$ cat src/rtl/muldiv_arbiter.sv
// muldiv_arbiter: round-robin share of one multi-cycle MUL/DIV/REM unit
// among NUM_REQ requesters, with a single op in flight and a WAIT timeout.
// Ports:
//   clk, rst                async active-high reset
//   req_valid/req_ready     per-requester accept handshake (ready one-hot)
//   req_op1/op2/funct3      flattened operands, requester i at slice i
//   rsp_valid/result/err    one-cycle response to the owner, err=timeout
//   unit_start/op1/op2/f3   start pulse and held operands to shared unit
//   unit_done/unit_result   completion pulse and data from shared unit
module muldiv_arbiter #(
  parameter int WIDTH   = 32,
  parameter int NUM_REQ = 2,
  parameter int TIMEOUT = 64
) (
  input  logic                     clk,
  input  logic                     rst,
  input  logic [NUM_REQ-1:0]       req_valid,
  output logic [NUM_REQ-1:0]       req_ready,
  input  logic [NUM_REQ*WIDTH-1:0] req_op1,
  input  logic [NUM_REQ*WIDTH-1:0] req_op2,
  input  logic [NUM_REQ*3-1:0]     req_funct3,
  output logic [NUM_REQ-1:0]       rsp_valid,
  output logic [WIDTH-1:0]         rsp_result,
  output logic                     rsp_err,
  output logic                     unit_start,
  output logic [WIDTH-1:0]         unit_op1,
  output logic [WIDTH-1:0]         unit_op2,
  output logic [2:0]               unit_funct3,
  input  logic                     unit_done,
  input  logic [WIDTH-1:0]         unit_result
);

  localparam int IDX_W = (NUM_REQ > 1) ? $clog2(NUM_REQ) : 1;
  localparam int CNT_W = (TIMEOUT > 2) ? $clog2(TIMEOUT) : 1;

  typedef enum logic [1:0] {
    S_IDLE,
    S_ISSUE,
    S_WAIT,
    S_RESP
  } state_t;

  state_t             state_q, state_d;
  logic [IDX_W-1:0]   owner_q, owner_d;
  logic [IDX_W-1:0]   last_q, last_d;
  logic [WIDTH-1:0]   op1_q, op1_d;
  logic [WIDTH-1:0]   op2_q, op2_d;
  logic [2:0]         f3_q, f3_d;
  logic [WIDTH-1:0]   res_q, res_d;
  logic               err_q, err_d;
  logic [CNT_W-1:0]   cnt_q, cnt_d;

  logic               win_found;
  logic [IDX_W-1:0]   win_idx;
  logic [IDX_W-1:0]   cand;
  int                 j;

  // Scan starts just after the last granted requester and wraps.
  always_comb begin
    win_found = 1'b0;
    win_idx   = '0;
    cand      = '0;
    j         = 0;
    for (int i = 1; i <= NUM_REQ; i++) begin
      j    = (int'(last_q) + i) % NUM_REQ;
      cand = IDX_W'(j);
      if (!win_found && req_valid[cand]) begin
        win_found = 1'b1;
        win_idx   = cand;
      end
    end
  end

  always_comb begin
    state_d = state_q;
    owner_d = owner_q;
    last_d  = last_q;
    op1_d   = op1_q;
    op2_d   = op2_q;
    f3_d    = f3_q;
    res_d   = res_q;
    err_d   = err_q;
    cnt_d   = cnt_q;
    unique case (state_q)
      S_IDLE: begin
        if (win_found) begin
          op1_d   = req_op1[int'(win_idx)*WIDTH +: WIDTH];
          op2_d   = req_op2[int'(win_idx)*3*0 + int'(win_idx)*WIDTH +: WIDTH];
          f3_d    = req_funct3[int'(win_idx)*3 +: 3];
          owner_d = win_idx;
          state_d = S_ISSUE;
        end
      end
      S_ISSUE: begin
        cnt_d   = '0;
        state_d = S_WAIT;
      end
      S_WAIT: begin
        // Done takes priority over an expiring counter.
        if (unit_done) begin
          res_d   = unit_result;
          err_d   = 1'b0;
          state_d = S_RESP;
        end else if (cnt_q == CNT_W'(TIMEOUT - 2)) begin
          res_d   = '1;
          err_d   = 1'b1;
          state_d = S_RESP;
        end else begin
          cnt_d = cnt_q + 1'b1;
        end
      end
      S_RESP: begin
        last_d  = owner_q;
        state_d = S_IDLE;
      end
      default: state_d = S_IDLE;
    endcase
  end

  always_ff @(posedge clk or posedge rst) begin
    if (rst) begin
      state_q <= S_IDLE;
      owner_q <= '0;
      last_q  <= IDX_W'(NUM_REQ - 1);
      op1_q   <= '0;
      op2_q   <= '0;
      f3_q    <= '0;
      res_q   <= '0;
      err_q   <= 1'b0;
      cnt_q   <= '0;
    end else begin
      state_q <= state_d;
      owner_q <= owner_d;
      last_q  <= last_d;
      op1_q   <= op1_d;
      op2_q   <= op2_d;
      f3_q    <= f3_d;
      res_q   <= res_d;
      err_q   <= err_d;
      cnt_q   <= cnt_d;
    end
  end

  always_comb begin
    req_ready  = '0;
    rsp_valid  = '0;
    rsp_result = '0;
    rsp_err    = 1'b0;
    unit_start = (state_q == S_ISSUE);
    if (state_q == S_IDLE && win_found) begin
      req_ready[win_idx] = 1'b1;
    end
    if (state_q == S_RESP) begin
      rsp_valid[owner_q] = 1'b1;
      rsp_result         = res_q;
      rsp_err            = err_q;
    end
  end

  assign unit_op1    = op1_q;
  assign unit_op2    = op2_q;
  assign unit_funct3 = f3_q;

endmodule

$ cat config.mk
export PLATFORM = sky130hd
export DESIGN_NAME = muldiv_arbiter
export DESIGN_NICKNAME = d
export VERILOG_FILES = /design/src/rtl/muldiv_arbiter.sv
export SDC_FILE = /design/constraint.sdc
export NUM_CORES = 1
export LEC_CHECK = 0
export BUFFER_PORTS_ARGS = -buffer_cell sky130_fd_sc_hd__clkbuf_2
export CAP_MARGIN = 20
export CORE_ASPECT_RATIO = 0.8
export CORE_MARGIN = 10
export CORE_UTILIZATION = 30
export DETAILED_ROUTE_END_ITERATION = 6
export GPL_TIMING_DRIVEN = 0
export PLACE_DENSITY = 0.55
export SLEW_MARGIN = 40
export SYNTH_ARGS = -nofsm -noshare
export SYNTH_HDL_FRONTEND = slang
export SYNTH_SLANG_ARGS = --single-unit
$ cat constraint.sdc
create_clock -name clk -period 5.9 [get_ports clk]
set_input_delay 0.295 -clock clk [delete_from_list [all_inputs] [get_ports clk]]
set_output_delay 0.295 -clock clk [all_outputs]
set_load 0.02 [all_outputs]
==> tab_implementation.tex <==
\begin{tabular}{lr}
\hline
Metric & Value \\
\hline
\multicolumn{2}{l}{\textbf{Critical path}} \\
\quad Depth of the most critical reg-to-reg path & 8 \\
\quad Critical path arrival & 2.23 ns \\
\quad R2R setup slack & 3.83 ns \\
\quad Crit. End Element & output port \\
\quad CP Data Required Time & 5.61 ns \\
\quad Critical register-to-register path endpoint & unit\_op1[23]\$\_DFFE\_PP0P\_ \\
\quad Startpoint class of the critical path & flop \\
\quad Critical path type & reg2out \\
\quad Maximum fanout along the worst path & 10 \\
\quad Launch instance of the worst register-to-register path & state\_q[1]\$\_DFFE\_PP0P\_ \\
\multicolumn{2}{l}{\textbf{Flow run}} \\
\quad Number of max-capacitance violations reported & 0 \\
\multicolumn{2}{l}{\textbf{Placement}} \\
\quad Cell area after placement & 6450 um2 \\
\quad Placer congestion estimate & 0.809 \\
\quad HPWL reported at the end of detailed placement & 13500 um \\
\quad Count of buffers inserted at the top-level ports & 275 \\
\multicolumn{2}{l}{\textbf{Synth}} \\
\quad Number of synthesis warnings & 0 \\
\quad Primary FF master, synth & dfrtp\_1 \\
\quad Count of flip-flops with a built-in enable after synthesis & 0 \\
\quad Most used standard cells in the synthesized netlist & 109 x dfrtp\_1, 75 x inv\_1, 67 x a222oi\_1 \\
\quad Async set or reset register ratio after synthesis & 100\% \\
\quad Post-synth top area cell & dfrtp\_1 \\
\quad Summed instance area of the synthesized netlist & 4770 um2 \\
\quad Number of standard cells after synthesis & 405 \\
\quad Mean instance size in the synthesized netlist & 11.8 um2 \\
\quad Post-Synthesis Net Count & 583 \\
\quad Sequential-to-total area share from yosys stat & 57.8\% \\
\quad Most frequently used cell type in the post-synthesis netlist & dfrtp\_1 \\
\quad Synthesized flop and latch total & 110 \\
\quad Yosys cell types & 37 \\
\quad Main area contributors after synthesis & dfrtp\_1 57\%, a222oi\_1 14\%, inv\_1 5.9\% \\
\quad Synth top area share & 57.2\% \\
\multicolumn{2}{l}{\textbf{Route}} \\
\quad DRC violation count after routing & 0 \\
\quad Detailed Routing Iterations Pass 1 & 5 \\
\quad Average detailed-routed wire length per instance & 18.3 um \\
\quad Count of vias placed by the detailed router & 4477 \\
\quad DRC violation total after the first TritonRoute iteration & 427 \\
\quad Post-Route WL & 16700 um \\
\quad Number of antenna-violating nets in the routed design & 0 \\
\quad Detailed-route vias per instance & 4.90 \\
\multicolumn{2}{l}{\textbf{Clocking}} \\
\quad CTS Buf Count & 9 \\
\quad Number of clock sinks & 110 \\
\quad Insertion delay of the later-clocked pin in the worst-skew pair & 0.35 ns \\
\quad TritonCTS clock tree & built \\
\quad Post-cts hold buffer count & 1 \\
\quad Clock H-tree levels & 3 \\
\quad Post-CTS Setup Bufs & 0 \\
\quad Number of buffers on the longest clock path & 2 \\
\quad \# resized after CTS & 0 \\
\quad Worst-path clk slew & 0.07 ns \\
\quad Clock Root Buffer & clkbuf\_16 \\
\multicolumn{2}{l}{\textbf{Global route}} \\
\quad Tot GR Track Use & 15.1\% \\
\quad First-pass GRT wire length & 26200 um \\
\quad Final global-route overflow total & 0 \\
\quad Via count of the first global-routing pass & 4774 \\
\quad Pin count of the biggest net entering global routing & 64 \\
\quad Number of antenna violations at the first check in global routing & 0 \\
\multicolumn{2}{l}{\textbf{Timing}} \\
\quad Hold violation total from the final report & 0 \\
\quad Final setup violating endpoints & 0 \\
\quad Final TNS setup & 0 ns \\
\quad Final period utilization & 42.8\% \\
\quad Clk\_skew & 0.00913 ns \\
\quad Max\_slew headroom & 54.7\% \\
\quad Max Fclk & 396 MHz \\
\quad Fin crit period & 2.53 ns \\
\quad Slew at the pin closest to its max-slew limit & 0.680 ns \\
\quad RSZ-0062 raised after global routing & false \\
\quad Slew Viols, Final & 0 \\
\multicolumn{2}{l}{\textbf{Finish}} \\
\quad Share of final-layout standard cells stronger than drive strength 1 & 47.6\% \\
\quad Syn-to-layout area delta & 41.6\% \\
\quad Cell area after layout & 6750 um2 \\
\quad Number of diodes & 0 \\
\quad Final \#Nets & 871 \\
\quad Post-Route Utilization & 43.0\% \\
\multicolumn{2}{l}{\textbf{Floorplan}} \\
\quad Area of the core region & 15700 um2 \\
\quad Die X-Extent & 161 um \\
\quad Vertical die dimension & 133 um \\
\quad Initial core utilization & 30.4\% \\
\quad Floorplan row count & 41 \\
\quad Top-Level Pins & 276 \\
\quad Area of the die & 21400 um2 \\
\multicolumn{2}{l}{\textbf{Min path}} \\
\quad Cell depth of the worst min-delay path & 2 \\
\quad Tightest Hold Check Type & in2reg \\
\quad Hold Path Sink & res\_q[23]\$\_DFFE\_PP0P\_ \\
\quad Hold Crit Start & unit\_result[23] \\
\multicolumn{2}{l}{\textbf{Power and ir drop}} \\
\quad Post-route total power & 3.71 mW \\
\quad Maximum ir drop on the vdd rail & 0.259 mV \\
\quad Power per cell area & 549 nW/um2 \\
\quad Static power due to leakage & 3.68 nW \\
\multicolumn{2}{l}{\textbf{Run status}} \\
\quad Result of the run & complete, no violations \\
\hline
\end{tabular}
==> worst max path at each step <==
stage | startpoint | to | slack (ns) | cells past startpoint
finish | state_q[1]$_DFFE_PP0P_ | req_ready[1] | 3.37 | 6
detailed placement | state_q[1]$_DFFE_PP0P_ | req_ready[1] | 3.72 | 6
global route | state_q[1]$_DFFE_PP0P_ | req_ready[0] | 3.15 | 6
CTS | state_q[1]$_DFFE_PP0P_ | req_ready[1] | 3.33 | 6
floorplan | rst | cnt_q[0]$_DFFE_PP0P_ | 2.70 | 1
global placement | rst | unit_op2[10]$_DFFE_PP0P_ | 1.34 | 2
==> sequential cells by signal (all words and copies together), names as in the netlist <==
name,cells
cnt_q,6
owner_q,1
last_q,1
unit_op2,32
err_q,1
unit_funct3,3
state_q,2
unit_op1,32
res_q,32
==> layout make-up <==
type,count,area (um2)
plain buffers,33,171
clock buffers,11,233
clock inverters,5,60.1
fillers,1572,8950
inverters,75,289
multi-input cells,187,1560
flip-flops and latches,110,2750
well taps,215,269
repair buffers,277,1410
==> power breakdown <==
part	total [mW]	internal [mW]	leakage, nW	switching (mW)
sequential	1.29	1.10	1.33	0.188
combinational	1.82	0.725	2.21	1.09
clock	0.601	0.331	0.140	0.270
total	3.71	2.16	3.68	1.55
==> worst max-delay path, stage by stage (launching register included) <==
cell	delay [ns]
dfrtp_1	0.41
inv_1	0.13
ha_1	0.24
nand2_1	0.08
a21oi_2	0.33
clkbuf_1	0.44
clkbuf_2	0.26
==> metrics by stage <==
| stage | hold WS, ns | setup WS, ns | std cells |
|---|---|---|---|
| 6_report | 0.158 | 3.37 | 913 |
| 4_1_cts | 0.136 | 3.33 | 913 |
| 3_5_place_dp | 0.374 | 3.72 | 896 |
| 5_1_grt | 0.135 | 3.15 | 913 |
| 3_3_place_gp | 0.484 | 1.34 | 895 |
| 2_1_floorplan | 0.385 | 2.70 | 405 |
==> per-layer routing <==
metal | global-route usage (%) | share of wire (%) | routed length [um]
met1 | 17.4 | 41 | 6850
met2 | 25.6 | 49 | 8240
met3 | 5.27 | 8.1 | 1360
met4 | 4.59 | 1.7 | 282
met5 | 0 | 0 | 0
==> layout by cell type (no fill, tap or decap), types with 2 or more instances in the layout <==
cell type  Yosys  routed
clkbuf_2       0     275
o22a_1        11      11
clkbuf_1      19      21
nand3_1        4       4
buf_6          4       4
clkbuf_16      0       9
buf_4          2       2
mux2i_1        2       2
buf_2          8       8
and2_1        35      35
a21oi_1        9       9
a222oi_1      67      67
nor2b_1        2       2
dfrtp_1      109     109
o22a_2        21      21
ha_1           7       7
nand2_1        9       9
inv_1         75      74
==> cells by family (layout without fill, tap and decap cells) <==
family          after synthesis  count (layout)  synth area share [%]
buf+inv                     108             401                  9.50
simple gates                 58              58                  7.11
flops                       110             110                  57.8
mux                           2               2                 0.420
fa+ha+maj                     7               7                  1.84
compound gates              120             120                  23.3
(Power assumes the default switching activity.)
